--- src/rtl/awgn_channel_add_if.sv ---
// awgn_channel_add_if: noise, symbol and output streams of the AWGN channel adder
//  noise_v/noise_x0/noise_x1 : Box-Muller pair input, no backpressure
//  sigma                     : unsigned noise scale UQ(W-SIGMA_FRAC).SIGMA_FRAC
//  sig_valid/sig_ready/sig_data : signed input symbol stream
//  out_valid/out_ready/out_data/out_sat : noisy saturated symbol stream
//  ovf, fifo_level           : sticky pair-drop flag and stored pair count
interface awgn_channel_add_if #(parameter int W = 16, parameter int DEPTH = 4);
  logic noise_v;
  logic [W-1:0] noise_x0;
  logic [W-1:0] noise_x1;
  logic [W-1:0] sigma;
  logic sig_valid;
  logic sig_ready;
  logic [W-1:0] sig_data;
  logic out_valid;
  logic out_ready;
  logic [W-1:0] out_data;
  logic out_sat;
  logic ovf;
  logic [$clog2(DEPTH):0] fifo_level;
  modport master (
    output noise_v, noise_x0, noise_x1, sigma, sig_valid, sig_data, out_ready,
    input sig_ready, out_valid, out_data, out_sat, ovf, fifo_level
  );
  modport slave (
    input noise_v, noise_x0, noise_x1, sigma, sig_valid, sig_data, out_ready,
    output sig_ready, out_valid, out_data, out_sat, ovf, fifo_level
  );
endinterface

--- src/rtl/awgn_channel_add.sv ---
// awgn_channel_add: buffers BM noise pairs, scales by sigma, adds to symbols, saturates
//  clk   : rising-edge clock
//  reset : asynchronous active-high, clears all state
//  bus   : awgn_channel_add_if slave (noise pairs in, symbols in, noisy symbols out)
module awgn_channel_add #(
  parameter int W = 16,
  parameter int SIGMA_FRAC = 15,
  parameter int DEPTH = 4
) (
  input logic clk,
  input logic reset,
  awgn_channel_add_if.slave bus
);
  localparam int AW = $clog2(DEPTH);
  localparam int PW = 2 * W + 1;
  logic [W-1:0] mem0 [DEPTH];
  logic [W-1:0] mem1 [DEPTH];
  logic [AW-1:0] wptr, rptr;
  logic [AW:0] level;
  logic h;
  logic signed [PW-1:0] p1;
  logic signed [W-1:0] d1;
  logic v1;
  logic adv, accept, pop, full, push, hi, lo;
  logic signed [W-1:0] noise_sel;
  logic signed [PW:0] s;
  always_comb begin
    adv = !bus.out_valid || bus.out_ready;
    bus.sig_ready = (level != '0) && adv;
    bus.fifo_level = level;
    accept = bus.sig_valid && bus.sig_ready;
    pop = accept && h;
    full = level == (AW+1)'(DEPTH);
    // a pop in the same cycle frees the slot, so a full FIFO still takes the pair
    push = bus.noise_v && (!full || pop);
    noise_sel = h ? mem1[rptr] : mem0[rptr];
    s = (PW+1)'(d1) + (PW+1)'(p1 >>> SIGMA_FRAC);
    // fits in W bits only when bits above W-2 all equal the sign
    hi = !s[PW] && |s[PW-1:W-1];
    lo = s[PW] && !(&s[PW-1:W-1]);
  end
  always_ff @(posedge clk) begin
    if (push) begin
      mem0[wptr] <= bus.noise_x0;
      mem1[wptr] <= bus.noise_x1;
    end
  end
  always_ff @(posedge clk or posedge reset) begin
    if (reset) begin
      wptr <= '0;
      rptr <= '0;
      level <= '0;
      h <= 1'b0;
      bus.ovf <= 1'b0;
      p1 <= '0;
      d1 <= '0;
      v1 <= 1'b0;
      bus.out_valid <= 1'b0;
      bus.out_data <= '0;
      bus.out_sat <= 1'b0;
    end else begin
      if (push) wptr <= wptr + 1'b1;
      if (pop) rptr <= rptr + 1'b1;
      level <= level + (AW+1)'(push) - (AW+1)'(pop);
      if (bus.noise_v && full && !pop) bus.ovf <= 1'b1;
      if (accept) h <= !h;
      if (adv) begin
        v1 <= accept;
        if (accept) begin
          p1 <= PW'(noise_sel) * PW'($signed({1'b0, bus.sigma}));
          d1 <= bus.sig_data;
        end
        bus.out_valid <= v1;
        if (v1) begin
          bus.out_data <= hi ? {1'b0, {(W-1){1'b1}}} : lo ? {1'b1, {(W-1){1'b0}}} : s[W-1:0];
          bus.out_sat <= hi || lo;
        end
      end
    end
  end
endmodule

--- src/flat_wrapper.sv ---
// flat-port wrapper written by rule: the top's interface ports become plain ports
module awgn_channel_add_flat 
#(
  parameter int W = 16,
  parameter int SIGMA_FRAC = 15,
  parameter int DEPTH = 4
)
  (clk, reset, bus_noise_v, bus_noise_x0, bus_noise_x1, bus_sigma, bus_sig_valid, bus_sig_data, bus_out_ready, bus_sig_ready, bus_out_valid, bus_out_data, bus_out_sat, bus_ovf, bus_fifo_level);
  awgn_channel_add_if #(.W(W), .DEPTH(DEPTH)) bus_i ();
  input logic clk;
  input logic reset;
  input wire logic [$bits(bus_i.noise_v)-1:0] bus_noise_v;
  input wire logic [$bits(bus_i.noise_x0)-1:0] bus_noise_x0;
  input wire logic [$bits(bus_i.noise_x1)-1:0] bus_noise_x1;
  input wire logic [$bits(bus_i.sigma)-1:0] bus_sigma;
  input wire logic [$bits(bus_i.sig_valid)-1:0] bus_sig_valid;
  input wire logic [$bits(bus_i.sig_data)-1:0] bus_sig_data;
  input wire logic [$bits(bus_i.out_ready)-1:0] bus_out_ready;
  output wire logic [$bits(bus_i.sig_ready)-1:0] bus_sig_ready;
  output wire logic [$bits(bus_i.out_valid)-1:0] bus_out_valid;
  output wire logic [$bits(bus_i.out_data)-1:0] bus_out_data;
  output wire logic [$bits(bus_i.out_sat)-1:0] bus_out_sat;
  output wire logic [$bits(bus_i.ovf)-1:0] bus_ovf;
  output wire logic [$bits(bus_i.fifo_level)-1:0] bus_fifo_level;
  assign bus_i.noise_v = bus_noise_v;
  assign bus_i.noise_x0 = bus_noise_x0;
  assign bus_i.noise_x1 = bus_noise_x1;
  assign bus_i.sigma = bus_sigma;
  assign bus_i.sig_valid = bus_sig_valid;
  assign bus_i.sig_data = bus_sig_data;
  assign bus_i.out_ready = bus_out_ready;
  assign bus_sig_ready = bus_i.sig_ready;
  assign bus_out_valid = bus_i.out_valid;
  assign bus_out_data = bus_i.out_data;
  assign bus_out_sat = bus_i.out_sat;
  assign bus_ovf = bus_i.ovf;
  assign bus_fifo_level = bus_i.fifo_level;
  awgn_channel_add #(.W(W), .SIGMA_FRAC(SIGMA_FRAC), .DEPTH(DEPTH)) u_core (.clk(clk), .reset(reset), .bus(bus_i));
endmodule
--- config.mk ---
export PLATFORM = sky130hd
export DESIGN_NAME = awgn_channel_add_flat
export DESIGN_NICKNAME = d
export VERILOG_FILES = /design/src/rtl/awgn_channel_add_if.sv /design/src/rtl/awgn_channel_add.sv /design/src/flat_wrapper.sv
export SDC_FILE = /design/constraint.sdc
export NUM_CORES = 1
export LEC_CHECK = 0
export ABC_AREA = 1
export ABC_CLOCK_PERIOD_IN_PS = 6900
export BUFFER_PORTS_ARGS = -buffer_cell sky130_fd_sc_hd__buf_2
export CORE_ASPECT_RATIO = 1.25
export CORE_UTILIZATION = 35
export DETAILED_ROUTE_END_ITERATION = 6
export SYNTH_ARGS = -nofsm -noshare
export SYNTH_HDL_FRONTEND = slang
export SYNTH_SLANG_ARGS = --single-unit
--- constraint.sdc ---
create_clock -name clk -period 6.9 [get_ports clk]
set_clock_uncertainty 0.1 [all_clocks]
set_input_delay 1.38 -clock clk [delete_from_list [all_inputs] [get_ports clk]]
set_output_delay 1.38 -clock clk [all_outputs]
set_load 0.01 [all_outputs]
==> flow_summary.ini, run 1 <==
[die]
io_pins = 92
num_rows = 90
start_util = 0.3564
die_w_um = 200.8
die_area_sq_um = 50320
die_h_um = 250.5
core_area_sq_um = 48530

[yosys]
synthArstFlopShare = 0.3263
yosys.cell_types.count = 48
yosysTopAreaCell = fa_1
syn_nets = 2352
yosysTopAreaCellShare = 0.2257
synth_area_sq_um = 17300
synth_area_per_cell_sq_um = 8.893
synth-edff-count = 128
synth_top_family_by_area = adder cells
seq_area_frac_synth = 0.3119
synth-seq-cells = 190
ys.flop_type = edfxtp_1
syn_inst = 1945
synth_warnings = 0
synth-adder-area-share = 0.3291
synthXorXnorAreaFrac = 0.01157
synth.mux.area_fraction = 0
synth-compound-area-share = 0.07682
synthSimpleGateAreaFrac = 0.1767
synth.area.top_cells = fa_1, edfxtp_1, ha_1

[final_layout]
drive_above_1_share = 0.1222
nNetsFinal = 2482
syn_to_final_growth_pct = 13.41
n_fill_cell = 4839
n_antenna_cell = 0

[global_routing]
grt.overflow.total = 0
grt_pass1_wl_um = 75440
grt_max_degree = 63
grt.total_usage = 0.1945
antenna_found_initial = 2
grt_pass1_vias = 14030

[critical_path]
crit_type = reg -> reg
crit_top_cell = fa_1
critPathArrivalTime_ns = 6.85
worstPathRequired_ns = 7.13
setup.worst_path.end_class = flip-flop
critPathSlowestCell = fa_1
critPathLaunchType = flip-flop
cp_cell_sequence = inv_2 > buf_12 > o21ai_0 > o221ai_1 > nand2_1 > clkinv_2 > nand2_1 > fa_1 > fa_1 > inv_1 > fa_1 > fa_1 > fa_1 > inv_1 > fa_1 > inv_1 > ha_1 > a21o_1 > a31oi_1 > a21boi_0 > nand2_1 > or2_1 > nand3_1 > nand2_1
worst-path-buf-inv = 6
cp_top_family = adder cells
cp_max_fo = 50
slowest_delay_ns = 0.59

[place]
dpl.hpwl_um = 38230
gp_congestion = 0.9879
port_buffers = 91

[clocking]
cts.reportedPaths.clkPinSlew_ns = 0.07
htreeDepth = 4
holdBufCountCts = 0
clock_sinks = 190
cts_root_buffer = clkbuf_16
cts_tree = done
clock_latency_ns = 0.45
clockBufferDepth = 2
cts_buffers = 17

[drt]
final_antenna_net_count = 0
routed_via_density = 4.952
wl_per_cell_um = 17.38
vias = 13530
drt_wl_total_um = 47460
drc = 0
drtPass1Iterations = 5
drtIter0Drc = 844

[sta]
tns_ns = 0
tightest_slew_ns = 1.062
timing.final.max_slew_violations = 0
fmax_mhz = 150.9
period_share = 0.9604
fin_crit_ns = 6.627
finalHoldViolations = 0
relSlewSlack = 0.2912
setup_viol_count_final = 0

[run_status]
status = completed

[hold_path]
hold_class = reg -> reg

[run]
drv_cap = 0
==> state kept, by name, summed over array words and instances, names as in the netlist <==
register	flops
u_core.bus.fifo_level	3
u_core.bus.out_data	16
u_core.bus.out_sat	1
u_core.bus.out_valid	1
u_core.bus.ovf	1
u_core.d1	16
u_core.h	1
u_core.mem0	64
u_core.mem1	64
u_core.p1	18
u_core.rptr	2
u_core.v1	1
u_core.wptr	2
==> path summary, 6_finish.rpt <==
kind                            cells after the start                                  to                        from  slack [ns]
max in group asynchronous                           3          u_core.rptr[0]$_DFFE_PP0P_                       reset        5.06
worst max-delay path                               24           u_core.p1[21]$_DFFE_PP0P_  u_core.rptr[0]$_DFFE_PP0P_        0.27
worst min register to register                      2    u_core.bus.out_valid$_DFFE_PP0N_       u_core.v1$_DFFE_PP0N_        0.37
worst min-delay path                                2    u_core.bus.out_valid$_DFFE_PP0N_       u_core.v1$_DFFE_PP0N_        0.37
min in group asynchronous                           3  u_core.bus.out_data[1]$_DFFE_PP0P_                       reset        1.07
worst max register to register                     24           u_core.p1[21]$_DFFE_PP0P_  u_core.rptr[0]$_DFFE_PP0P_        0.27
==> tightest hold or removal path: cells and delay by family, from the launching register on <==
kind	cells	cell delay, ns
flip-flops	1	0.32
AND/OR/NAND/NOR	1	0.06
buffers and inverters	1	0.06
==> through the flow <==
step / cells / area, sq um / utilization / worst slack [ns] / hold WS (ns)
after global placement: 2699 / 18950 / 0.3904 / 0.06625 / 0.3541
final: 2731 / 19620 / 0.4042 / 0.2734 / 0.3673
after detailed placement: 2699 / 18950 / 0.3904 / -0.006606 / 0.3520
after global routing: 2731 / 19620 / 0.4042 / -0.03127 / 0.3877
after CTS: 2730 / 19560 / 0.4030 / 0.07083 / 0.3718
after floorplan: 1945 / 17300 / - / 0.4484 / 0.3306
==> Yosys cell counts (10+ instances only) <==
| cell | n |
|---|---|
| nand2_1 | 398 |
| inv_1 | 350 |
| nor2_1 | 270 |
| fa_1 | 195 |
| ha_1 | 143 |
| edfxtp_1 | 128 |
| o21ai_0 | 85 |
| dfrtp_1 | 62 |
| a21oi_1 | 57 |
| nand3_1 | 51 |
| o221ai_1 | 28 |
| clkbuf_1 | 22 |
| buf_2 | 20 |
| buf_1 | 13 |
| xor2_1 | 11 |
| nor3_1 | 10 |
| xnor2_1 | 10 |
==> timing repair <==
item                       CTS  global route
gates resized for setup      0            16
setup endpoints to repair    0            14
setup buffers                0             1
==> cell usage in the layout, fill, tap and decap left out, drive strengths merged, types with 8 or more instances in the layout <==
master	instances
fa	195
xnor2	10
buf	170
o21ai	89
clkinv	9
nor2	272
inv	362
nand3	53
o221ai	28
edfxtp	128
nor3	12
ha	143
xor2	12
a21oi	68
nand2	404
dfrtp	62
clkbuf	17
o21bai	8
==> kinds of logic (layout without fill, tap and decap cells) <==
group | after synthesis | count (layout)
AOI/OAI and AO/OA | 214 | 214
DFF | 190 | 190
and+or+nand+nor | 762 | 762
xor gates and xnor gates | 22 | 22
adders and majority gates | 338 | 338
buffers and inverters | 419 | 561
==> routing by layer <==
layer / track usage / wire (um) / part of all wire / vias up
li1: - / - / - / 6363
met1: 0.2325 / 18680 / 0.39 / 6717
met2: 0.3523 / 24970 / 0.53 / 349
met3: 0.02108 / 2001 / 0.042 / 92
met4: 0.08375 / 1787 / 0.038 / 4
met5: 0 / 22 / 0.00046 / -
==> final cells by class <==
| class | count | area [sq um] | area share |
|---|---|---|---|
| clock buffers | 17 | 425.4 | 0.02169 |
| clock inverters | 14 | 187.7 | 0.009568 |
| inverters | 360 | 1361 | 0.06940 |
| multi-input cells | 1336 | 10320 | 0.5263 |
| flip-flops and latches | 190 | 5396 | 0.2751 |
| well taps | 644 | 805.8 | 0.04108 |
| repair buffers | 170 | 1115 | 0.05683 |
Power of run 1 is left out: the tool's default activity adds up to more than one toggle a clock period on the data nets, which glitch-free logic cannot reach.
==> run 2, diff against run 1 <==
--- a/config.mk
+++ b/config.mk
@@ -6,11 +6,12 @@
 export NUM_CORES = 1
 export LEC_CHECK = 0
 export ABC_AREA = 1
-export ABC_CLOCK_PERIOD_IN_PS = 6900
 export BUFFER_PORTS_ARGS = -buffer_cell sky130_fd_sc_hd__buf_2
 export CORE_ASPECT_RATIO = 1.25
 export CORE_UTILIZATION = 35
 export DETAILED_ROUTE_END_ITERATION = 6
+export RECOVER_POWER = 50
+export SKIP_LAST_GASP = 1
 export SYNTH_ARGS = -nofsm -noshare
 export SYNTH_HDL_FRONTEND = slang
 export SYNTH_SLANG_ARGS = --single-unit
==> run 2 against run 1 <==
Effect of this change:
- the flow now finishes with violations (max-capacitance violations, max-slew violations)
- maximum frequency grew 0.26%
- sequential share of layout area grew 0.083 points
- flip-flop and latch count is the same
- non-clock buffer count is the same
- die area is the same
- largest cell class unchanged
- highest routed layer is now met4
==> flow_summary.ini, run 2 (synthesis gave the netlist of run 1 again) <==
[run_status]
status = finished with violations
violations = max-capacitance violations, max-slew violations

[critical_path]
critPathArrivalTime_ns = 6.84
setup.worst_path.end_class = flip-flop
r2r_end = u_core.p1[21]$_DFFE_PP0P_
crit_type = reg -> reg
timing.rr.start = u_core.rptr[0]$_DFFE_PP0P_
cp_max_fo = 50
worstPathRequired_ns = 7.13
reg2regPathDepth = 24
critPathLaunchType = flip-flop
rrSetupSlack_ns = 0.29

[die]
die_w_um = 200.8
start_util = 0.3564
die_h_um = 250.5
num_rows = 90
die_area_sq_um = 50320
core_area_sq_um = 48530
io_pins = 92

[global_routing]
antenna_found_initial = 0
grt.overflow.total = 0
grt_pass1_vias = 14030
grt_pass1_wl_um = 75440
grt_max_degree = 63
grt.total_usage = 0.1945

[place]
port_buffers = 91
dpl.hpwl_um = 38230
gp_congestion = 0.9879
place_area_sq_um = 18950

[run]
drv_cap = 1

[drt]
vias = 13490
wl_per_cell_um = 17.38
final_antenna_net_count = 0
drt_wl_total_um = 47450
drtPass1Iterations = 5
drtIter0Drc = 870
routed_via_density = 4.940
drc = 0

[sta]
finalHoldViolations = 0
tns_ns = 0
timing.final.max_slew_violations = 63
fmax_mhz = 151.3
fin_crit_ns = 6.609
hold-worst-slack_ns = 0.3671
period_share = 0.9578
tightest_slew_ns = 3.444
setup_viol_count_final = 0
relSlewSlack = -1.296

[final_layout]
final_util = 0.4030
final_common_cell = nand2_1
top_regs = u_core.mem0 x64, u_core.mem1 x64, u_core.p1 x18
nNetsFinal = 2482
layout_common_cells = nand2_1, inv_1, nor2_1
fin_area_sq_um = 19560
syn_to_final_growth_pct = 13.07
n_fill_cell = 4857
n_antenna_cell = 0
drive_above_1_share = 0.1025

[clocking]
holdBufCountCts = 0
clockBufferDepth = 2
clock_latency_ns = 0.45
cts_buffers = 17
cts.reportedPaths.clkPinSlew_ns = 0.07
clock_sinks = 190
htreeDepth = 4
cts_tree = done
cts_root_buffer = clkbuf_16

[hold_path]
hold_class = reg -> reg
min_from = u_core.v1$_DFFE_PP0N_
hold_path_depth = 2
min_to = u_core.bus.out_valid$_DFFE_PP0N_
run 2: worst max-delay path: stages, from the launching register on:
cell	delay, ns
dfrtp_2	0.41
inv_2	0.06
buf_12	0.17
o21ai_0	0.19
o221ai_1	0.13
nand2_1	0.17
clkinv_2	0.32
nand2_1	0.19
fa_1	0.45
fa_1	0.52
inv_1	0.07
fa_1	0.59
fa_1	0.46
fa_1	0.50
inv_1	0.05
fa_1	0.47
inv_1	0.04
ha_1	0.35
a21o_1	0.20
a31oi_1	0.22
a21boi_0	0.34
nand2_1	0.11
or2_1	0.21
nand3_1	0.06
nand2_1	0.06
run 2: routing by layer:
metal  share of wire  global-route usage
met1            0.40              0.2325
met2            0.53              0.3523
met3           0.043             0.02108
met4           0.036             0.08375
met5               0                   0
run 2: worst max-delay path by stage:
| stage | end | from | cells past startpoint |
|---|---|---|---|
| 2_1_floorplan | u_core.p1[31]$_DFFE_PP0P_ | bus_sigma[10] | 23 |
| 3_3_place_gp | u_core.p1[24]$_DFFE_PP0P_ | bus_sigma[7] | 23 |
| 3_5_place_dp | u_core.p1[24]$_DFFE_PP0P_ | bus_sigma[7] | 23 |
| 4_1_cts | u_core.p1[24]$_DFFE_PP0P_ | u_core.rptr[0]$_DFFE_PP0P_ | 26 |
| 5_1_grt | u_core.p1[28]$_DFFE_PP0P_ | u_core.rptr[0]$_DFFE_PP0P_ | 30 |
| 6_report | u_core.p1[21]$_DFFE_PP0P_ | u_core.rptr[0]$_DFFE_PP0P_ | 24 |
run 2: repair_timing:
item | in CTS | in global routing
endpoints found under the setup margin | 0 | 14
setup buffers | 0 | 1
resized for setup | 0 | 16
run 2: through the flow:
| stage | std cells | setup WS (ns) |
|---|---|---|
| 2_1_floorplan | 1945 | 0.4484 |
| 3_3_place_gp | 2699 | 0.06625 |
| 3_5_place_dp | 2699 | -0.006606 |
| 4_1_cts | 2730 | 0.07083 |
| 5_1_grt | 2731 | -0.03127 |
| 6_report | 2731 | 0.2909 |
run 2: area by class of cell:
type | instances | area (sq um) | area share
clock buffer | 17 | 425.4 | 0.02175
clock inverter | 14 | 187.7 | 0.009596
inverter | 360 | 1361 | 0.06961
multi-input combinational | 1336 | 10320 | 0.5275
sequential | 190 | 5396 | 0.2759
tap | 644 | 805.8 | 0.04120
timing repair buffer | 170 | 1064 | 0.05438
Power of run 2 is left out for the same reason.
